===== config.mk =====
export PLATFORM = sky130hd
export DESIGN_NAME = knn_topk_insert
export DESIGN_NICKNAME = d
export VERILOG_FILES = /design/src/rtl/knn_topk_insert_pkg.sv /design/src/rtl/knn_slot_cmp.sv /design/src/rtl/knn_topk_insert.sv
export SDC_FILE = /design/constraint.sdc
export NUM_CORES = 1
export LEC_CHECK = 0
export CORE_MARGIN = 2
export CORE_UTILIZATION = 45
export DETAILED_ROUTE_END_ITERATION = 10
export PLACE_DENSITY = 0.84
export SLEW_MARGIN = 25
export SYNTH_ARGS = -nofsm -noshare
export SYNTH_HDL_FRONTEND = slang
export SYNTH_SLANG_ARGS = --single-unit

===== constraint.sdc =====
create_clock -name clk -period 3.56 [get_ports clk]
set_input_delay 0.534 -clock clk [delete_from_list [all_inputs] [get_ports clk]]
set_output_delay 0.534 -clock clk [all_outputs]
set_load 0.02 [all_outputs]

===== src/rtl/knn_topk_insert_pkg.sv =====
// Shared KNN types: candidate entry layout, top-k FSM states and the distance ordering helper.
// Coordinate width and list depth come from the `BIT_WIDTH / `K build macros.
`ifndef BIT_WIDTH
`define BIT_WIDTH 8
`endif
`ifndef K
`define K 4
`endif

package knn_topk_insert_pkg;

  localparam int BIT_WIDTH = `BIT_WIDTH;
  localparam int K         = `K;
  localparam int DIST_W    = 2 * BIT_WIDTH;
  localparam int ADDR_W    = 16;
  localparam int CNT_W     = $clog2(K + 1);

  typedef struct packed {
    logic [BIT_WIDTH-1:0] x;
    logic [BIT_WIDTH-1:0] y;
    logic [BIT_WIDTH-1:0] z;
    logic [ADDR_W-1:0]    addr;
    logic [DIST_W-1:0]    distance;
    logic                 valid;
  } knn_entry_t;

  typedef enum logic [1:0] {
    IDLE,
    COLLECT,
    DONE
  } topk_state_e;

  // Strict unsigned ordering: an equal distance never overtakes an earlier arrival.
  function automatic logic dist_lt(input logic [DIST_W-1:0] a, input logic [DIST_W-1:0] b);
    return a < b;
  endfunction

endpackage


===== src/rtl/knn_slot_cmp.sv =====
// Single-slot comparator: flags that a candidate belongs at or before this slot
// (slot empty, or candidate strictly nearer).
module knn_slot_cmp
  import knn_topk_insert_pkg::*;
(
  input  logic              slot_valid_i,
  input  logic [DIST_W-1:0] slot_dist_i,
  input  logic [DIST_W-1:0] cand_dist_i,
  output logic              lt_o
);

  assign lt_o = !slot_valid_i || dist_lt(cand_dist_i, slot_dist_i);

endmodule


===== src/rtl/knn_topk_insert.sv =====
// Top-k nearest-candidate list: one-cycle parallel compare, priority encode and shift
// insertion into K sorted slots, with a done pulse once the query's last candidate lands.
module knn_topk_insert
  import knn_topk_insert_pkg::*;
(
  input  logic             clk,
  input  logic             reset,
  input  logic             start,
  input  logic             in_valid,
  input  knn_entry_t       in_entry,
  input  logic             in_last,
  output knn_entry_t       knn_out [0:K-1],
  output logic [CNT_W-1:0] num_valid,
  output logic             busy,
  output logic             done
);

  localparam logic [CNT_W-1:0] K_CNT = CNT_W'(K);

  topk_state_e      state_q;
  knn_entry_t       slot_q [0:K-1];
  knn_entry_t       slot_d [0:K-1];
  knn_entry_t       base   [0:K-1];
  knn_entry_t       ins_entry;
  logic [CNT_W-1:0] cnt_q;
  logic [CNT_W-1:0] cnt_d;
  logic [CNT_W-1:0] cnt_base;
  logic             busy_q;
  logic             done_q;
  logic [K-1:0]     lt;
  logic [K-1:0]     first;
  logic [K-1:0]     shift;
  logic             hit;
  logic             window;
  logic             accept;

  // A start in the same cycle as a candidate means the candidate sees an already-cleared list.
  assign window   = start || (state_q == COLLECT);
  assign accept   = window && in_valid && in_entry.valid;
  assign cnt_base = start ? '0 : cnt_q;

  generate
    for (genvar gi = 0; gi < K; gi++) begin : g_slot
      assign base[gi] = start ? '0 : slot_q[gi];

      knn_slot_cmp u_cmp (
        .slot_valid_i (base[gi].valid),
        .slot_dist_i  (base[gi].distance),
        .cand_dist_i  (in_entry.distance),
        .lt_o         (lt[gi])
      );
    end
  endgenerate

  always_comb begin
    first = '0;
    shift = '0;
    hit   = 1'b0;
    for (int i = 0; i < K; i++) begin
      shift[i] = hit;
      first[i] = lt[i] && !hit;
      hit      = hit || lt[i];
    end
  end

  always_comb begin
    ins_entry       = in_entry;
    ins_entry.valid = 1'b1;
    for (int i = 0; i < K; i++) begin
      slot_d[i] = base[i];
      if (accept) begin
        if (first[i]) begin
          slot_d[i] = ins_entry;
        end else if (shift[i]) begin
          slot_d[i] = base[(i == 0) ? 0 : i - 1];
        end
      end
    end
    cnt_d = (accept && hit && (cnt_base != K_CNT)) ? cnt_base + CNT_W'(1) : cnt_base;
  end

  always_ff @(posedge clk or negedge reset) begin
    if (!reset) begin
      state_q <= IDLE;
      busy_q  <= 1'b0;
      done_q  <= 1'b0;
      cnt_q   <= '0;
      for (int i = 0; i < K; i++) begin
        slot_q[i] <= '0;
      end
    end else begin
      for (int i = 0; i < K; i++) begin
        slot_q[i] <= slot_d[i];
      end
      cnt_q  <= cnt_d;
      busy_q <= 1'b0;
      done_q <= 1'b0;
      if (window) begin
        // An in_last with an invalid payload still closes the query.
        if (in_valid && in_last) begin
          state_q <= DONE;
          done_q  <= 1'b1;
        end else begin
          state_q <= COLLECT;
          busy_q  <= 1'b1;
        end
      end else begin
        state_q <= IDLE;
      end
    end
  end

  assign knn_out   = slot_q;
  assign num_valid = cnt_q;
  assign busy      = busy_q;
  assign done      = done_q;

endmodule


==> results.yml, run 1 <==
run_status:
  outcome: "finished with violations"
  violations: "hold timing"
power:
  fin_total_pwr_w: 0.00688
  leakagePower_nw: 7.48
  pwr_density_cell_nw_per_um2: 375
  ir_drop_mv: 0.429
synth:
  ys_types: 62
  ys.warnings.count: 0
  ys_seq_area_frac: 0.446
  yosysTopAreaCellShare: 0.446
  synthArstFlopShare: 1.00
  ys.flop_type: "dfrtp_1"
  synthesis.area_um2: 13100
  synthTopCellsByArea: "dfrtp_1, nand2_1, o21ai_0, ha_1, a211oi_1"
  synth_top_area_cell: "dfrtp_1"
  synth_edf_count: 0
  synth-seq-cells: 233
  syn_area_per_cell_um2: 8.96
  netlist_instances: 1458
  synth_nets: 1582
drt:
  post_drt_wl_per_cell_um: 21.9
  vias: 13900
  ant_nets: 0
  drc: 0
  via_per_inst: 6.30
  drtPass1Iterations: 6
  drt_iter0_drc: 1718
  drt_wl_total_um: 48200
clocking:
  path_clk_slew_ns: 0.06
  ctsHoldBuffers: 0
  cts_root_buf: "clkbuf_16"
  cts-resized-gates: 0
  h-tree-depth: 1
  clk_latency_ns: 0.54
  postCtsSetupRepairBufs: 0
  cts.sinks: 233
  cts_buffers: 26
  cts_buffer_depth: 3
  cts_tree: "yes"
grt:
  grt_pass1_wl_um: 76200
  grt_max_degree: 97
  grt-ovfl-total: 0
  antenna_found_initial: 2
  grt_pass1_vias: 13600
  grt_use_total: 0.311
floorplan:
  dieArea_um2: 30400
  die_h_um: 174
  io_pins: 295
  core-area_um2: 28600
  rows: 62
  die_x_um: 174
  initial_core_util: 0.456
finish:
  stdcell_count: 2198
  syn_to_final_growth_pct: 40.4
  layout-drive-gt1-share: 0.115
  fillers: 2197
  fin_nets: 1919
sta:
  hold_viol_final: 15
  setup_violations: 0
  maxSlewHeadroom: 0.404
  final_max_slew_viol_count: 0
  holdWs_ns: -0.00860
  layout_min_cycle_time_ns: 3.26
  worst_pin_slew_ns: 0.894
  skew_ns: 0.0182
  finalSetupTns_ns: 0
  post-route-period-util: 0.916
  clock.fmax_mhz: 307
  grt_setup_unrepaired: "false"
worst_setup_path:
  worstPathMaxFanout: 9
  end_kind: "flip-flop"
  max_stage_delay_ns: 0.46
  worstPathArrival_ns: 3.71
  worst_setup_path_start_kind: "input port"
  cp_cell_sequence: "clkdlybuf4s50_1 -> buf_4 -> nor2b_1 -> inv_1 -> ha_1 -> nor4b_1 -> o21ai_1 -> nor3b_1 -> buf_4 -> o21a_1 -> buf_4 -> o21ai_4 -> nand2_1 -> a22oi_1"
  cpMostUsedCell: "buf_4"
  crit_type: "in -> reg"
  slowest_stage: "clkdlybuf4s50_1"
  worstPathRequired_ns: 4.01
place:
  dp_hpwl_um: 33400
  io_buffers: 294
  place_inst: 2151
  globalplace.congestion: 0.941
hold_path:
  hold_path_class: "in -> async"
run:
  max_cap_viol_count: 0
-- sequential cells by signal, summed over array words and instances, names as in the netlist --
name and flops:
state_q 1, num_valid 3, knn_out 228, done 1
-- worst paths after layout --
path,from,endpoint,slack (ns),depth (start not counted)
worst max-delay path,start,knn_out[126]$_DFF_PN0_,0.30,14
worst min-delay path,reset,knn_out[176]$_DFF_PN0_,-0.009,1
worst max register to register,knn_out[116]$_DFF_PN0_,knn_out[126]$_DFF_PN0_,0.47,12
worst min register to register,knn_out[24]$_DFF_PN0_,knn_out[24]$_DFF_PN0_,0.51,1
max in group asynchronous,reset,knn_out[140]$_DFF_PN0_,2.58,2
min in group clk,knn_out[24]$_DFF_PN0_,knn_out[24]$_DFF_PN0_,0.51,1
-- per-layer routing --
layer | global-route usage | routed length, um | vias to the layer above
met5 | 0 | 13 | -
met4 | 0.156 | 2370 | 2
met3 | 0.0507 | 4150 | 164
met2 | 0.495 | 22600 | 888
met1 | 0.413 | 19100 | 6707
li1 | - | - | 6092
-- metrics by stage --
step / setup slack, ns / util / area, um^2
after floorplan: 0.0410 / - / 13100
after global placement: -0.0682 / 0.609 / 17400
after detailed placement: -0.213 / 0.609 / 17400
after CTS: 0.328 / 0.640 / 18300
after global routing: 0.0690 / 0.641 / 18300
final: 0.298 / 0.641 / 18300
-- cells in the mapped netlist (2+ instances only) --
cell	number
nor4b_2	2
o21ai_0	156
a22oi_1	7
or3_1	8
o211a_1	36
nor2b_1	11
o21a_1	7
buf_4	11
a21oi_1	76
nor2_1	27
o21ai_1	3
nor4b_1	2
o211ai_1	55
o32a_1	3
a211o_1	2
dfrtp_1	233
o22ai_1	10
a21oi_2	2
and3_1	2
ha_1	62
a221oi_1	2
nand3_1	67
o221ai_1	2
nor4_1	3
a221o_1	53
buf_1	15
nor3_1	36
buf_2	30
nand2_1	313
inv_1	16
a211oi_1	91
clkbuf_1	68
a21o_1	6
o2111a_1	2
o21bai_1	3
o21ai_2	2
a31oi_1	2
o31ai_1	2
buf_6	2
and4_1	2
nand4_1	5
-- critical path: cells and delay by family --
family                     cells  cell delay [ns]
buffers and inverters          5             1.03
and+or+nand+nor                4             0.89
adders and majority gates      1             0.19
AOI/OAI and AO/OA              4             1.05
-- area by class of cell --
cell class / count / area, um^2 / share of cell area
inverter: 17 / 66.3 / 0.00362
clock inverter: 7 / 85.1 / 0.00464
tap: 384 / 480 / 0.0262
antenna: 1 / 2.50 / 0.000136
clock buffer: 39 / 801 / 0.0437
timing repair buffer: 435 / 4370 / 0.238
multi-input combinational: 1082 / 6700 / 0.365
sequential: 233 / 5830 / 0.318
-- cells in the final DEF, fill, tap and decap left out, types with 3 or more instances in the layout --
master             n
o211a_1           36
buf_12            29
nor2_1            23
a21o_1             5
a21oi_1           76
dfrtp_1          233
clkbuf_1           4
nor2_4             4
a211oi_1          91
o21ai_1            3
ha_1              62
or3_1              8
o21ai_0          156
clkdlybuf4s50_1  293
clkbuf_16         27
a22oi_1            7
nor4_1             3
nor3_1            36
nor2b_1           11
o32a_1             3
a221o_1           53
o21a_1             6
nand3_1           67
buf_4            112
o211ai_1          55
nand2_1          313
o22ai_1           10
clkinv_2           5
inv_1             16
clkbuf_8           8
nand4_1            5
-- kinds of logic after synthesis --
group           share of synthesized area
compound gates                      0.285
mux                              0.000766
simple gates                        0.161
fa+ha+maj                          0.0594
buf+inv                            0.0483
flops                               0.446
-- report_power, final --
| part | internal, W | switching [W] |
|---|---|---|
| registers | 0.00274 | 0.000105 |
| logic | 0.000508 | 0.000724 |
| clock network | 0.00168 | 0.00112 |
No activity file was read; power rests on OpenSTA's default activity.
==> inputs of run 2 (changes only) <==
CELL_PAD_IN_SITES_DETAIL_PLACEMENT = 1   (was default)
CELL_PAD_IN_SITES_GLOBAL_PLACEMENT = 2   (was default)
CORE_UTILIZATION = 31   (was 45)
PLACE_DENSITY = 0.93   (was 0.84)
==> results.yml, run 2 (synthesis gave the netlist of run 1 again) <==
finish:
  fin_nets: 1874
  diodes: 0
  multiInputGateArea_um2: 6700
  mostFrequentLayoutCell: "nand2_1"
  design_area_um2: 18100
  largest_register_ffs: 228
  fillers: 4716
  layout_common_cells: "nand2_1, clkdlybuf4s50_1, dfrtp_1"
  layout-drive-gt1-share: 0.0938
  syn_to_final_growth_pct: 38.6
  regArea_um2: 5830
power:
  leakagePower_nw: 7.25
  pwr-share-seq: 0.407
  pwr_density_cell_nw_per_um2: 386
  p_int_w: 0.00491
  swShare: 0.298
  pwr-share-clk: 0.419
  power.switching_w: 0.00208
  fin_total_pwr_w: 0.00699
  ir_drop_mv: 0.316
  combPwrFrac: 0.174
floorplan:
  die_x_um: 209
  core-area_um2: 41800
  dieArea_um2: 43800
  initial_core_util: 0.313
  rows: 75
  io_pins: 295
  die_h_um: 209
worst_setup_path:
  worstPathArrival_ns: 3.48
  crit_type: "reg -> reg"
  worst_setup_path_start_kind: "flip-flop"
  end_kind: "flip-flop"
  worstPathRequired_ns: 4.00
  worstPathMaxFanout: 17
drt:
  drt_wl_total_um: 54800
  drc: 0
  ant_nets: 0
  post_drt_wl_per_cell_um: 23.7
  drt_iter0_drc: 790
  vias: 13400
  drtPass1Iterations: 5
  via_per_inst: 5.81
clocking:
  clk_latency_ns: 0.56
  cts_tree: "yes"
  ctsHoldBuffers: 0
  h-tree-depth: 1
  cts.sinks: 233
  cts_root_buf: "clkbuf_16"
  postCtsSetupRepairBufs: 0
  path_clk_slew_ns: 0.06
  cts_buffers: 29
  cts_buffer_depth: 3
  cts-resized-gates: 0
place:
  placed_area_um2: 17200
  dp_hpwl_um: 38000
  globalplace.congestion: 0.956
  io_buffers: 294
run_status:
  outcome: "finished with violations"
  violations: "hold timing"
grt:
  grt_max_degree: 88
  grt_pass1_vias: 14100
  antenna_found_initial: 2
  grt-ovfl-total: 0
  grt_use_total: 0.247
  grt_pass1_wl_um: 85100
sta:
  maxSlewHeadroom: 0.506
  holdWs_ns: -0.00989
  hold_viol_final: 2
  grt_setup_unrepaired: "false"
  setup_violations: 0
  skew_ns: 0.0118
  post-route-period-util: 0.853
  finalSetupTns_ns: 0
  clock.fmax_mhz: 329
  worst_pin_slew_ns: 0.741
  layout_min_cycle_time_ns: 3.04
  final_max_slew_viol_count: 0
hold_path:
  hold_path_class: "in -> async"
run:
  max_cap_viol_count: 0
-- run 2: cell type report --
class,instances,share of cell area
Multi-Input combinational cell,1082,0.370
Sequential cell,233,0.322
Timing Repair Buffer,387,0.216
Clock buffer,41,0.0464
Tap cell,539,0.0372
Clock inverter,10,0.00435
Inverter,17,0.00380
-- run 2: critical path: stages (launching register included) --
cell	delay [ns]
dfrtp_1	0.41
nor2b_1	0.24
inv_1	0.07
ha_1	0.19
nor4b_1	0.25
o21ai_1	0.11
nor3b_1	0.15
buf_4	0.14
o21a_1	0.28
o21ai_4	0.52
buf_4	0.32
o211a_1	0.19
nor3_1	0.05
-- run 2: per-layer routing --
metal  track usage  vias to the layer above  routed length (um)
li1              -                     5992                   -
met1         0.325                     6823               23400
met2         0.400                      476               25400
met3        0.0477                      116                3770
met4         0.102                        2                2120
met5             0                        -                  13
-- run 2: power groups by stage --
| stage | Combinational (W) | Clock, W | Sequential, W |
|---|---|---|---|
| after CTS | 0.00121 | 0.00298 | 0.00284 |
| after floorplan | 0.000447 | 0 | 0.00297 |
| final | 0.00121 | 0.00293 | 0.00285 |
| after global placement | 0.00118 | 0 | 0.00289 |
| after global routing | 0.00131 | 0.00309 | 0.00286 |
| after detailed placement | 0.00121 | 0 | 0.00289 |
-- run 2: worst paths after layout --
kind | from | to | slack, ns | cells after the start
worst min register to register | knn_out[30]$_DFF_PN0_ | knn_out[30]$_DFF_PN0_ | 0.52 | 1
worst max register to register | knn_out[116]$_DFF_PN0_ | knn_out[136]$_DFF_PN0_ | 0.52 | 12
worst min-delay path | reset | knn_out[175]$_DFF_PN0_ | -0.01 | 1
min in group clk | start | knn_out[172]$_DFF_PN0_ | 0.43 | 4
worst max-delay path | knn_out[116]$_DFF_PN0_ | knn_out[136]$_DFF_PN0_ | 0.52 | 12
max in group asynchronous | reset | knn_out[114]$_DFF_PN0_ | 2.62 | 2
-- run 2: through the flow --
step	setup slack [ns]	utilization	cells
floorplan	0.0410	-	1458
global placement	0.0515	0.412	2258
detailed placement	-0.0211	0.412	2258
CTS	0.509	0.434	2309
global route	0.241	0.434	2309
finish	0.524	0.434	2309
